File: src/rtl/data_io_sync.sv
// data_io_sync: SPI download client with byte FIFO, handshaked RAM write port and erase engine.
// Optional feature macro DATA_IO_CHECKSUM_EN builds a 16-bit sum of data bytes written to RAM.
module data_io_sync #(
    parameter int unsigned         AW         = 25,
    parameter int unsigned         IDX_W      = 5,
    parameter int unsigned         N_MAP      = 4,
    parameter logic [N_MAP*AW-1:0] BASE_MAP   = {25'h600000, 25'h400000, 25'h200000, 25'h000000},
    parameter logic [AW-1:0]       DEF_BASE   = 25'h170000,
    parameter int unsigned         ERASE_IDX  = 0,
    parameter logic [AW-1:0]       ERASE_BASE = 25'h1a0000,
    parameter logic [AW-1:0]       ERASE_END  = 25'h1bffff,
    parameter int unsigned         ERASE_DIV  = 32,
    parameter int unsigned         FIFO_DEPTH = 4
) (
    input  logic             clk,
    input  logic             rst_n,
    input  logic             sck_i,
    input  logic             ss_i,
    input  logic             sdi_i,
    input  logic             force_erase_i,
    output logic             downloading_o,
    output logic             erasing_o,
    output logic [IDX_W-1:0] index_o,
    output logic             wr_o,
    input  logic             wr_ack_i,
    output logic [AW-1:0]    addr_o,
    output logic [7:0]       dout_o,
    output logic             overflow_o,
    output logic [15:0]      checksum_o
);
    localparam int unsigned PW   = $clog2(FIFO_DEPTH);
    localparam int unsigned DIVW = $clog2(ERASE_DIV + 1);
    localparam logic [7:0] CmdIndex = 8'h55;
    localparam logic [7:0] CmdTx    = 8'h53;
    localparam logic [7:0] CmdTxDat = 8'h54;

    typedef enum logic [1:0] {StIdle, StDataWr, StEraseWr, StEraseWait} state_e;

    logic [2:0]      sck_s_q;
    logic [1:0]      ss_s_q, sdi_s_q;
    logic            fe_q;
    logic [3:0]      bit_cnt_q, bit_cnt_d;
    logic [6:0]      sr_q, sr_d;
    logic [7:0]      cmd_q, cmd_d;
    logic [IDX_W-1:0] index_q, index_d;
    logic [AW-1:0]   waddr_q, waddr_d;
    logic            dl_q, dl_d, ovf_q, ovf_d, pend_q, pend_d;
    logic [PW:0]     wptr_q, rptr_q, count;
    logic [AW+7:0]   mem_q [FIFO_DEPTH];
    logic [AW+7:0]   head;
    state_e          state_q, state_d;
    logic [AW-1:0]   eaddr_q, eaddr_d;
    logic            erasing_q, erasing_d, restart_q, restart_d;
    logic [DIVW-1:0] div_q, div_d;
    logic            sck_rise, ss_hi, fe_rise, empty, full;
    logic            arm, push, pop, tx_start, erase_start;
    logic [7:0]      rx_byte;

    function automatic logic [AW-1:0] map_base(input logic [IDX_W-1:0] idx);
        logic [AW-1:0] base;
        base = DEF_BASE;
        for (int unsigned i = 0; i < N_MAP; i++) begin
            if (32'(idx) == i) base = BASE_MAP[i*AW +: AW];
        end
        return base;
    endfunction

    assign sck_rise = sck_s_q[1] & ~sck_s_q[2];
    assign ss_hi    = ss_s_q[1];
    assign rx_byte  = {sr_q, sdi_s_q[1]};
    assign fe_rise  = force_erase_i & ~fe_q;
    assign count    = wptr_q - rptr_q;
    assign empty    = (count == '0);
    assign full     = (count == (PW+1)'(FIFO_DEPTH));
    assign head     = mem_q[rptr_q[PW-1:0]];

    // Serial deframing and command decode
    always_comb begin
        bit_cnt_d = bit_cnt_q;
        sr_d      = sr_q;
        cmd_d     = cmd_q;
        index_d   = index_q;
        waddr_d   = waddr_q;
        dl_d      = dl_q;
        ovf_d     = ovf_q;
        arm       = 1'b0;
        push      = 1'b0;
        tx_start  = 1'b0;
        if (ss_hi) begin
            bit_cnt_d = '0;
        end else if (sck_rise) begin
            sr_d      = rx_byte[6:0];
            bit_cnt_d = (bit_cnt_q == 4'd15) ? 4'd8 : bit_cnt_q + 4'd1;
            if (bit_cnt_q == 4'd7) cmd_d = rx_byte;
            if (bit_cnt_q == 4'd15) begin
                case (cmd_q)
                    CmdIndex: index_d = rx_byte[IDX_W-1:0];
                    CmdTx: begin
                        if (rx_byte[0]) begin
                            tx_start = 1'b1;
                            waddr_d  = map_base(index_q);
                            dl_d     = 1'b1;
                            ovf_d    = 1'b0;
                        end else begin
                            dl_d = 1'b0;
                            arm  = (index_q == IDX_W'(ERASE_IDX));
                        end
                    end
                    CmdTxDat: begin
                        if (full) ovf_d = 1'b1;
                        else push = 1'b1;
                        waddr_d = waddr_q + AW'(1);
                    end
                    default: ;
                endcase
            end
        end
    end

    // Write port: data always drains before an erase may take the port
    always_comb begin
        state_d     = state_q;
        eaddr_d     = eaddr_q;
        erasing_d   = erasing_q;
        restart_d   = restart_q;
        pop         = 1'b0;
        erase_start = 1'b0;
        case (state_q)
            StIdle: begin
                if (!empty) begin
                    state_d = StDataWr;
                end else if (pend_q && !dl_q) begin
                    erase_start = 1'b1;
                    state_d     = StEraseWr;
                    eaddr_d     = ERASE_BASE;
                    erasing_d   = 1'b1;
                    restart_d   = 1'b0;
                end
            end
            StDataWr: begin
                if (wr_ack_i) begin
                    pop = 1'b1;
                    if (!((count > (PW+1)'(1)) || push)) state_d = StIdle;
                end
            end
            StEraseWr: begin
                if (wr_ack_i) begin
                    if (restart_q || fe_rise) begin
                        eaddr_d   = ERASE_BASE;
                        restart_d = 1'b0;
                        state_d   = StEraseWait;
                    end else if (eaddr_q == ERASE_END) begin
                        erasing_d = 1'b0;
                        state_d   = StIdle;
                    end else begin
                        eaddr_d = eaddr_q + AW'(1);
                        state_d = StEraseWait;
                    end
                end else if (fe_rise) begin
                    // address must stay stable while wr is high, so defer the restart
                    restart_d = 1'b1;
                end
            end
            StEraseWait: begin
                if (fe_rise) eaddr_d = ERASE_BASE;
                if (div_q >= DIVW'(ERASE_DIV - 1)) state_d = StEraseWr;
            end
            default: state_d = StIdle;
        endcase

        pend_d = pend_q;
        if (erase_start) pend_d = 1'b0;
        if (arm || (fe_rise && !erasing_q)) pend_d = 1'b1;

        // cycles since the last erase write start, saturating
        if (state_d == StEraseWr && state_q != StEraseWr) div_d = '0;
        else if (div_q < DIVW'(ERASE_DIV - 1)) div_d = div_q + DIVW'(1);
        else div_d = div_q;
    end

    always_ff @(posedge clk or negedge rst_n) begin
        if (!rst_n) begin
            sck_s_q   <= '0;
            ss_s_q    <= '1;
            sdi_s_q   <= '0;
            fe_q      <= 1'b0;
            bit_cnt_q <= '0;
            sr_q      <= '0;
            cmd_q     <= '0;
            index_q   <= '0;
            waddr_q   <= '0;
            dl_q      <= 1'b0;
            ovf_q     <= 1'b0;
            pend_q    <= 1'b0;
            wptr_q    <= '0;
            rptr_q    <= '0;
            state_q   <= StIdle;
            eaddr_q   <= '0;
            erasing_q <= 1'b0;
            restart_q <= 1'b0;
            div_q     <= '0;
        end else begin
            sck_s_q   <= {sck_s_q[1:0], sck_i};
            ss_s_q    <= {ss_s_q[0], ss_i};
            sdi_s_q   <= {sdi_s_q[0], sdi_i};
            fe_q      <= force_erase_i;
            bit_cnt_q <= bit_cnt_d;
            sr_q      <= sr_d;
            cmd_q     <= cmd_d;
            index_q   <= index_d;
            waddr_q   <= waddr_d;
            dl_q      <= dl_d;
            ovf_q     <= ovf_d;
            pend_q    <= pend_d;
            wptr_q    <= wptr_q + (PW+1)'(push);
            rptr_q    <= rptr_q + (PW+1)'(pop);
            state_q   <= state_d;
            eaddr_q   <= eaddr_d;
            erasing_q <= erasing_d;
            restart_q <= restart_d;
            div_q     <= div_d;
        end
    end

    always_ff @(posedge clk) begin
        if (push) mem_q[wptr_q[PW-1:0]] <= {waddr_q, rx_byte};
    end

`ifdef DATA_IO_CHECKSUM_EN
    logic [15:0] csum_q;
    always_ff @(posedge clk or negedge rst_n) begin
        if (!rst_n) csum_q <= '0;
        else if (tx_start) csum_q <= '0;
        else if (pop) csum_q <= csum_q + {8'h00, head[7:0]};
    end
    assign checksum_o = csum_q;
`else
    assign checksum_o = 16'h0000;
`endif

    assign downloading_o = dl_q;
    assign erasing_o     = erasing_q;
    assign index_o       = index_q;
    assign overflow_o    = ovf_q;
    assign wr_o          = (state_q == StDataWr) || (state_q == StEraseWr);
    assign addr_o        = (state_q == StDataWr)  ? head[AW+7:8] :
                           (state_q == StEraseWr) ? eaddr_q : '0;
    assign dout_o        = (state_q == StDataWr) ? head[7:0] : 8'h00;

endmodule

File: config.mk
export PLATFORM = sky130hd
export DESIGN_NAME = data_io_sync
export DESIGN_NICKNAME = d
export VERILOG_FILES = /design/src/rtl/data_io_sync.sv
export SDC_FILE = /design/constraint.sdc
export NUM_CORES = 1
export LEC_CHECK = 0
export ABC_AREA = 1
export BUFFER_PORTS_ARGS = -buffer_cell sky130_fd_sc_hd__buf_2
export CAP_MARGIN = 20
export CORE_MARGIN = 5
export CORE_UTILIZATION = 40
export CTS_CLUSTER_SIZE = 14
export DETAILED_ROUTE_END_ITERATION = 12
export PLACE_DENSITY = 0.52
export SLEW_MARGIN = 0
export SYNTH_ARGS = -nofsm -noshare
export SYNTH_HDL_FRONTEND = slang
export SYNTH_SLANG_ARGS = --single-unit
File: constraint.sdc
create_clock -name clk -period 3.8 [get_ports clk]
set_input_delay 0.19 -clock clk [delete_from_list [all_inputs] [get_ports clk]]
set_output_delay 0.19 -clock clk [all_outputs]
set_load 0.1 [all_outputs]
==> flow_summary.yaml, run 1 <==
timing:
  hold_viol_final: 0
  rsz0062_at_grt: "false"
  fin_skew_ns: 0.0132
  finalCritPeriodShare_pct: 77.7
  setup_viol: 0
  setup_ws_ns: 0.847
  slew_violations: 0
  min_period_ns: 2.95
  max_slew_margin_pct: 42.9
  tightest_slew_ns: 0.856
  fmax_ghz: 0.339
  fin_setup_tns_ns: 0
clock_tree:
  htree_levels: 1
  clock-root-buffer: "clkbuf_16"
  clkTransAtPathRegs_ns: 0.06
  cts.sinks: 233
  clock_path_buffers: 3
  post_cts_buffers: 0
  hold_buffers: 5
  cts_tree: "built"
  numCtsBuffers: 27
  cts_resized: 0
  clock_latency_ns: 0.53
drt:
  routedWlPerCell_um: 17.7
  drt_iter0_markers: 532
  ant_nets: 0
  drtPass1Iterations: 5
  via_per_inst: 5.20
  drc: 0
  vias: 7903
  drt_wl_total_um: 26800
die:
  die-area_mm2: 0.0310
  die_h_um: 176
  core_area_mm2: 0.0270
  fp.dieW_um: 176
  ioPinCount: 65
  start_util_pct: 40.8
  num_rows: 60
worst_setup_path:
  path_depth: 6
  end_kind: "primary output"
  critPathTopFamily: "buffers and inverters"
  rr_worst_depth: 10
  worst-path-max-fanout: 34
  cp_data_required_time_ns: 3.61
  r2r_start: "wptr_q[1]"
  max_stage_delay_ns: 0.47
  worst-setup-path-type: "reg2out"
  crit_arrival_ns: 2.76
  start_kind: "register"
  cp.buffers_inverters: 3
  worstSetupStartpoint: "rptr_q[0]"
  path_cells: "inv_2, buf_12, nand2_1, a221o_1, o21ai_0, buf_2"
  critical-path-slowest-cell: "buf_2"
logic_synthesis:
  synth.area.top_cells: "edfxtp_1, dfrtp_1, nand2_1"
  ys_seq_area_share_pct: 58.9
  async_flop_share_pct: 43.3
  yosysWarningCount: 0
  synth_edf_count: 132
  ys.flop_type: "edfxtp_1"
  synth_area_mm2: 0.0110
  synth_cell_types: 61
  avgSynthCellArea_um2: 10.0
  synth_top_cell_by_area: "edfxtp_1"
  syn_inst: 1099
  synth-seq-cells: 233
  synthDominantCellAreaShare_pct: 35.9
cells_and_area:
  drive_gt1_share_pct: 14.3
  postLayoutCoreUtil_pct: 46.7
  nNetsFinal: 1180
  area_growth_pct: 14.4
  insertedDiodeCount: 0
grt:
  grt_max_degree: 68
  antenna_found_initial: 0
  overflow: 0
  grt_pass1_wl_um: 43000
  grt_pass1_vias: 7825
  track_usage_pct: 17.3
worst_hold_path:
  hold_depth: 4
  min_from: "wr_ack_i"
  hold_class: "in2reg"
status:
  status: "completed"
pwr:
  power_mw: 10.9
  ir_drop_v: 0.000785
  leakagePower_nw: 4.94
  cellPowerDensity_mw_per_mm2: 866
place:
  io_buffers: 48
  dp_hpwl_um: 17800
  gp_congestion: 0.897
  place_ws_ns: 1.00
run:
  cap_violations: 0
## per-layer routing
metal  vias to the layer above  routed length [um]  global-route usage [%]
met1                      3835               12700                    24.1
met4                         0                 590                    4.55
li1                       3880                   -                       -
met5                         -                   0                       0
met2                       150               12500                    28.3
met3                        38                1040                    2.87
## stage by stage
| stage | instance area [um2] | hold WS, ns | instances |
|---|---|---|---|
| after floorplan | 11100 | -0.106 | 1114 |
| after global placement | 11600 | 0.298 | 1465 |
| after detailed placement | 11600 | 0.297 | 1465 |
| after CTS | 12600 | 0.0538 | 1519 |
| after global routing | 12600 | 0.0875 | 1519 |
| final | 12600 | 0.0710 | 1519 |
## cell type report
| cell class | count | area [um2] |
|---|---|---|
| fill | 2538 | 14400 |
| sequential | 233 | 6490 |
| multi-input combinational | 719 | 3900 |
| clock buffer | 32 | 704 |
| tap | 341 | 427 |
| timing repair buffer | 69 | 425 |
| inverter | 108 | 413 |
| clock inverter | 17 | 259 |
## cells by family after synthesis
logic type | after synthesis | synth area share, %
DFF | 233 | 58.9
AOI/OAI and AO/OA | 223 | 12.2
xor gates and xnor gates | 29 | 2.30
other | 1 | 0.0340
adders and majority gates | 15 | 1.77
buffers and inverters | 162 | 6.55
and+or+nand+nor | 436 | 18.2
## cells in the final DEF (no fill, tap or decap), drive strengths merged, types with 2 or more instances in the layout
cell / instances
clkbuf: 32
bufinv: 7
o21ai: 93
nor2: 107
nand2: 219
nand3: 50
conb: 16
o31ai: 8
dlygate4sd3: 5
xor2: 26
a31o: 2
a22oi: 5
ha: 14
edfxtp: 132
dfrtp: 99
a21oi: 73
buf: 64
clkinv: 10
nor4: 6
dfstp: 2
and3: 2
a31oi: 2
o211ai: 3
nand4: 19
o22ai: 2
xnor2: 3
a221o: 23
o41ai: 2
nor3b: 3
inv: 107
nor3: 26
a2bb2oi: 2
or2: 3
a221oi: 2
## worst register-to-register path: stages (launching register included)
cell	delay (ns)
dfrtp_1	0.47
inv_1	0.19
fa_1	0.49
inv_1	0.11
nand3_1	0.10
nand3_1	0.15
nand2_2	0.08
inv_1	0.10
nand2_1	0.14
nor2_4	0.10
buf_4	0.46
## cells in the mapped netlist (all sizes together) (2+ instances only)
| cell type | count |
|---|---|
| dfrtp | 99 |
| ha | 14 |
| o211ai | 3 |
| a21oi | 73 |
| a221o | 23 |
| buf | 35 |
| nor3b | 3 |
| a221oi | 2 |
| inv | 106 |
| nand2 | 219 |
| a31oi | 2 |
| dfstp | 2 |
| nor4 | 6 |
| clkbuf | 19 |
| nand4 | 19 |
| a31o | 2 |
| o41ai | 2 |
| edfxtp | 132 |
| xnor2 | 3 |
| o21ai | 93 |
| nor2 | 107 |
| or2 | 3 |
| nor3 | 26 |
| o22ai | 2 |
| o31ai | 8 |
| and3 | 2 |
| a2bb2oi | 2 |
| a22oi | 5 |
| nand3 | 50 |
| xor2 | 26 |
| clkinv | 2 |
## path summary, 6_finish.rpt
| path | endpoint | slack [ns] |
|---|---|---|
| min in group asynchronous | div_q[3] | 0.32 |
| setup reg to reg | mem_q[2][11] | 1.02 |
| max in group asynchronous | ss_s_q[0] | 2.59 |
| hold reg to reg | sck_s_q[1] | 0.35 |
| setup / recovery | addr_o[20] | 0.85 |
| hold / removal | restart_q | 0.07 |
## power by group
part	total, mW	switching, mW	leakage (nW)	internal, mW
combinational	5.22	4.23	2.15	0.995
clock	2.80	1.01	0.465	1.79
sequential	2.91	0.122	2.33	2.79
total	10.9	5.36	4.94	5.58
## state kept, by name, summed over array words and instances, names as in the netlist
name	flops
waddr_q	25
pend_q	1
index_o	5
rptr_q	3
sck_s_q	3
mem_q	132
eaddr_q	25
cmd_q	8
div_q	6
bit_cnt_q	4
state_q	2
restart_q	1
fe_q	1
ss_s_q	2
overflow_o	1
sdi_s_q	2
erasing_o	1
wptr_q	3
sr_q	7
downloading_o	1
Power figures use the tool's default switching activity.
==> run 2, diff against run 1 <==
- ABC_AREA: 1 -> 0
- PLACE_DENSITY: 0.52 -> 0.55
- clock period: 3.8 -> 2.4 ns (I/O delays scaled with it)
==> run 2 against run 1 <==
  * The flow now finishes with violations (negative setup slack)
  * Final area rose by 2.7%
  * Area after synthesis fell by 5.6%
  * Register-to-register slack got worse by 1.0 ns
  * Global-route usage fell by 1.0 points
  * Utilization rose by 3.5 points
  * Sequential power rose by 62%
  * Clock skew barely moved
  * Clock power rose by 36%
  * Sequential share of layout area fell by 1.3 points
  * Cell count fell by 19%
  * Critical path depth rose by 2
==> flow_summary.yaml, run 2 <==
die:
  ioPinCount: 65
  die_h_um: 171
  die-area_mm2: 0.0294
  num_rows: 59
  fp.dieW_um: 171
  core_area_mm2: 0.0258
  start_util_pct: 40.3
grt:
  grt.met1_usage_pct: 23.3
  top_usage_layer: "met2"
  grt_max_degree: 56
  antenna_found_initial: 0
  gr-usage-met2_pct: 26.3
  overflow: 0
  use_met3_pct: 2.48
  grt_pass1_vias: 6844
  track_usage_pct: 16.3
  grt_pass1_wl_um: 37900
clock_tree:
  htree_levels: 1
  clock_latency_ns: 0.52
  clock-root-buffer: "clkbuf_16"
  clkTransAtPathRegs_ns: 0.06
  cts_tree: "built"
  numCtsBuffers: 25
  cts.sinks: 233
  clock_path_buffers: 3
cells_and_area:
  area_growth_pct: 24.5
  layout_commonest_cell: "edfxtp_1"
  seq_area_mm2: 0.00650
  drive_gt1_share_pct: 26.4
  insertedDiodeCount: 0
  largest_reg_flops: 132
  postLayoutCoreUtil_pct: 50.2
  multi_input_area_mm2: 0.00373
  instances_no_fill: 1225
  layout_common_cells: "edfxtp_1, dfrtp_1, buf_4"
  fill_cells: 2148
  nNetsFinal: 894
status:
  violations: "negative setup slack"
  status: "finished with violations"
logic_synthesis:
  synth_edf_count: 132
  synth_fa_ha_area_share_pct: 1.88
  synth-simple-area-share_pct: 12.4
  synth_most_common_cell: "edfxtp_1"
  synth_top_cell_by_area: "edfxtp_1"
  ys.flop_type: "edfxtp_1"
  yosys-top-cells-count: "edfxtp_1, dfrtp_1, nand2_1"
  muxShareOfSynthArea_pct: 9.39
  synth_xor_area_share_pct: 1.81
  syn_inst: 767
  synth_area_mm2: 0.0104
  ys_seq_area_share_pct: 62.4
  async_flop_share_pct: 43.3
  synthDominantCellAreaShare_pct: 38.1
  synth_top_family_by_area: "simple AND/OR/NAND/NOR gates"
  synth_compound_area_share_pct: 8.75
  synth-seq-cells: 233
  synth.area.top_cells: "edfxtp_1, dfrtp_1, mux4_2"
  avgSynthCellArea_um2: 13.6
  synth_cell_types: 62
  yosysWarningCount: 0
timing:
  min_period_ns: 2.41
  fmax_ghz: 0.415
  max_slew_margin_pct: 55.0
  slew_violations: 0
  setup_ws_ns: -0.00962
  setup_viol: 3
  finalCritPeriodShare_pct: 100
  tightest_slew_ns: 0.674
  hold_viol_final: 0
  fin_skew_ns: 0.0132
  rsz0062_at_grt: "true"
pwr:
  power.switching_mw: 6.74
  internal_power_mw: 9.40
  seqPwrFrac_pct: 29.2
  ir_drop_v: 0.00118
  p_sw_share_pct: 41.8
  leakagePower_nw: 4.79
  pwr-share-clk_pct: 23.5
  comb_power_share_pct: 47.3
  cellPowerDensity_mw_per_mm2: 1240
worst_setup_path:
  path_cells: "ha_2, fa_2, xnor3_2, a41o_1, nand3_2, buf_6, or4_1, nand3_1"
  crit_arrival_ns: 2.87
  start_kind: "register"
  critical-path-slowest-cell: "or4_1"
  worst-setup-path-type: "reg2reg"
  worst-path-max-fanout: 7
  cp_data_required_time_ns: 2.86
  end_kind: "register"
  max_stage_delay_ns: 0.50
drt:
  ant_nets: 0
  drtPass1Iterations: 5
  via_per_inst: 5.58
  routedWlPerCell_um: 19.6
  drc: 0
  drt_iter0_markers: 694
  vias: 6839
  drt_wl_total_um: 24000
run:
  cap_violations: 0
place:
  dp_cells: 1163
  place_ws_ns: 0.0207
  dp_hpwl_um: 16200
  gp_congestion: 0.858
  io_buffers: 48
worst_hold_path:
  hold_class: "in2async"
## run 2: cell count changes after synthesis, sizes merged, moves of 33 or more
cell,change
a21oi,-43
inv,-86
mux4,+33
nand2,-175
nor2,-69
o21ai,-67
## run 2: cell type report
type | count | share of cell area, %
sequential | 233 | 50.1
multi-input combinational | 475 | 28.8
timing repair buffer | 117 | 10.9
clock buffer | 27 | 4.88
tap | 335 | 3.23
clock inverter | 18 | 1.49
inverter | 20 | 0.579
## run 2: timing repair
action,in CTS,in global routing
hold endpoints to repair,54,0
buffers inserted,1,6
cloned,1,3
setup endpoints to repair,34,168
resized for setup,7,27
hold buffers,6,0
pin swaps,2,5
## run 2: worst max-delay path, delay by kind of cell, from the launching register on
kind	cells	cell delay, ns
AO/OA/AOI/OAI	1	0.23
XOR/XNOR	1	0.29
adder cells (fa/ha/maj)	2	0.55
buffers and inverters	1	0.15
flip-flops	1	0.44
AND/OR/NAND/NOR	3	0.69
## run 2: power groups by stage
stage / Sequential [mW] / Clock [mW] / Combinational, mW
finish: 4.71 / 3.80 / 7.63
global route: 4.74 / 4.07 / 7.92
CTS: 4.70 / 3.90 / 7.55
detailed placement: 4.78 / 0 / 7.47
global placement: 4.74 / 0 / 7.41
floorplan: 4.75 / 0 / 4.89
## run 2: metrics by stage
step | power, mW | setup TNS, ns | cell area (um2) | hold slack [ns]
floorplan | 9.63 | -6.06 | 10500 | -0.176
global placement | 12.2 | 0 | 11900 | 0.196
detailed placement | 12.2 | 0 | 11900 | 0.204
CTS | 16.2 | -0.630 | 12800 | 0.203
global route | 16.7 | -2.18 | 13000 | 0.233
finish | 16.1 | -0.0231 | 13000 | 0.173
## run 2: path summary, 6_finish.rpt
| check | start | end | slack (ns) | cells past startpoint |
|---|---|---|---|---|
| setup reg to reg | rptr_q[0] | eaddr_q[10] | -0.01 | 8 |
| min in group clk | ss_i | ss_s_q[0] | 0.25 | 2 |
| max in group asynchronous | rst_n | ss_s_q[0] | 1.45 | 3 |
| hold reg to reg | sck_s_q[0] | sck_s_q[1] | 0.36 | 0 |
| hold / removal | rst_n | div_q[5] | 0.17 | 2 |
| setup / recovery | rptr_q[0] | eaddr_q[10] | -0.01 | 8 |
## run 2: routing by layer
metal / vias up / part of all wire [%]
li1: 3144 / -
met4: 0 / 2.5
met1: 3489 / 45
met3: 40 / 4.4
met2: 166 / 48
met5: - / 0
## run 2: cell families after synthesis
family | Yosys count
xor gates and xnor gates | 20
DFF | 233
adders and majority gates | 15
buffers and inverters | 74
other | 1
AOI/OAI and AO/OA | 133
and+or+nand+nor | 237
muxes | 54
==> run 3, diff against run 2 <==
- ABC_AREA: 0 -> 1
- PLACE_DENSITY: 0.55 -> 0.54
==> run 3 against run 2 <==
  * The run now ends clean
  * Register-to-register slack better by 0.09 ns
  * Die area up 5.6%
  * Utilization up 0.70 points
  * Critical endpoint is now eaddr_q[18]
  * Highest routed layer unchanged
==> flow_summary.yaml, run 3 (synthesis gave the netlist of run 1 again) <==
drt:
  drc: 0
  drtPass1Iterations: 5
  routedWlPerCell_um: 17.9
  drt_wl_total_um: 27600
  vias: 8114
  via_per_inst: 5.24
  drt_iter0_markers: 643
  ant_nets: 0
die:
  ioPinCount: 65
  core_area_mm2: 0.0270
  die_h_um: 176
  die-area_mm2: 0.0310
  fp.dieW_um: 176
  num_rows: 60
  start_util_pct: 40.8
clock_tree:
  numCtsBuffers: 26
  htree_levels: 1
  cts_tree: "built"
  cts.sinks: 233
  clock_path_buffers: 3
  clock-root-buffer: "clkbuf_16"
  clock_latency_ns: 0.53
  clkTransAtPathRegs_ns: 0.06
cells_and_area:
  largest_reg_flops: 132
  insertedDiodeCount: 0
  fill_cells: 2425
  layout_commonest_cell: "nand2_1"
  layout_common_cells: "nand2_1, edfxtp_1, dfrtp_1"
  instances_no_fill: 1547
  drive_gt1_share_pct: 19.5
  seq_area_mm2: 0.00650
  multi_input_area_mm2: 0.00416
  area_growth_pct: 24.6
  nNetsFinal: 1208
run:
  cap_violations: 0
pwr:
  internal_power_mw: 10.7
  comb_power_share_pct: 57.1
  leakagePower_nw: 5.32
  power.switching_mw: 9.21
  pwr-share-clk_pct: 19.7
  p_sw_share_pct: 46.3
  ir_drop_v: 0.000796
  power_mw: 19.9
  seqPwrFrac_pct: 23.2
  cellPowerDensity_mw_per_mm2: 1450
worst_setup_path:
  critical-path-slowest-cell: "fa_2"
  end_kind: "register"
  r2r_slack_ns: 0.08
  max_stage_delay_ns: 0.52
  cp_data_required_time_ns: 2.81
  worst-setup-path-type: "reg2reg"
  critPathTopFamily: "adder cells"
  crit_arrival_ns: 2.74
  critPathMostFrequentCell: "inv_2"
  start_kind: "register"
  cp.buffers_inverters: 3
  worst-path-max-fanout: 12
  path_cells: "ha_2, fa_2, nand2_1, inv_2, nand3_2, nand2_2, inv_2, nor2_4, nand2_4, buf_6, nor2_2, xor2_1, a21oi_1"
timing:
  slew_violations: 0
  setup_viol: 0
  finalCritPeriodShare_pct: 96.8
  fin_setup_tns_ns: 0
  fin_skew_ns: 0.0149
  hold_viol_final: 0
  max_slew_margin_pct: 56.1
  rsz0062_at_grt: "true"
  min_period_ns: 2.32
  fmax_ghz: 0.430
  tightest_slew_ns: 0.658
grt:
  antenna_found_initial: 0
  track_usage_pct: 17.6
  grt_max_degree: 47
  overflow: 0
  grt_pass1_vias: 7793
  grt_pass1_wl_um: 43800
place:
  dp_hpwl_um: 18400
  dp_cells: 1487
  io_buffers: 48
  gp_congestion: 0.941
worst_hold_path:
  hold_class: "in2async"
status:
  status: "completed"
[run 3: changes by cell type in the layout (fill, tap and decap cells not counted), sizes merged, moves of 22 or more]
cell / change
nand2: +175
inv: +84
nor2: +69
o21ai: +67
a21oi: +43
mux4: -33
a22o: -26
a221o: +22
[run 3: timing repair]
item | 4_1_cts | 5_1_grt
hold buffers | 6 | 0
pin swaps | 1 | 3
endpoints found under the hold margin | 49 | 0
resized for setup | 28 | 33
buffers inserted | 1 | 2
setup endpoints to repair | 33 | 54
gates cloned | 2 | 1
[run 3: area by class of cell]
class	instances	area share [%]
Timing Repair Buffer	98	10.1
Tap cell	341	3.10
Clock inverter	11	0.928
Sequential cell	233	47.3
Clock buffer	37	5.19
Inverter	108	3.16
Multi-Input combinational cell	719	30.3
[run 3: worst paths after layout]
| kind | from | endpoint | cells after the start |
|---|---|---|---|
| setup / recovery | rptr_q[0] | eaddr_q[18] | 13 |
| hold / removal | rst_n | div_q[2] | 2 |
| setup reg to reg | rptr_q[0] | eaddr_q[18] | 13 |
| hold reg to reg | sck_s_q[0] | sck_s_q[1] | 0 |
| max in group asynchronous | rst_n | ss_s_q[1] | 3 |
| min in group clk | sck_i | sck_s_q[0] | 2 |
[run 3: stage by stage]
| step | hold WS (ns) | setup slack [ns] | cell area [um2] | utilization [%] |
|---|---|---|---|---|
| floorplan | -0.176 | -0.315 | 11200 | - |
| global placement | 0.175 | 0.0759 | 12500 | 46.2 |
| detailed placement | 0.181 | 0.0546 | 12500 | 46.2 |
| CTS | 0.161 | 0.0110 | 13600 | 50.2 |
| global route | 0.217 | -0.0123 | 13700 | 50.9 |
| finish | 0.151 | 0.0762 | 13700 | 50.9 |
[run 3: power groups by stage]
stage	logic, mW	clock network (mW)	registers, mW
finish	11.3	3.92	4.60
CTS	11.1	4.04	4.60
floorplan	6.97	0	4.64
detailed placement	10.6	0	4.66
global route	11.9	4.21	4.63
global placement	10.6	0	4.66
[run 3: layer usage]
layer  vias up  GRT usage, %  share of wire [%]
met5         -             0                  0
met2       172          28.7                 47
met1      3970          25.0                 46
met4         0          4.32                2.4
met3        45          2.74                4.5
li1       3927             -                  -
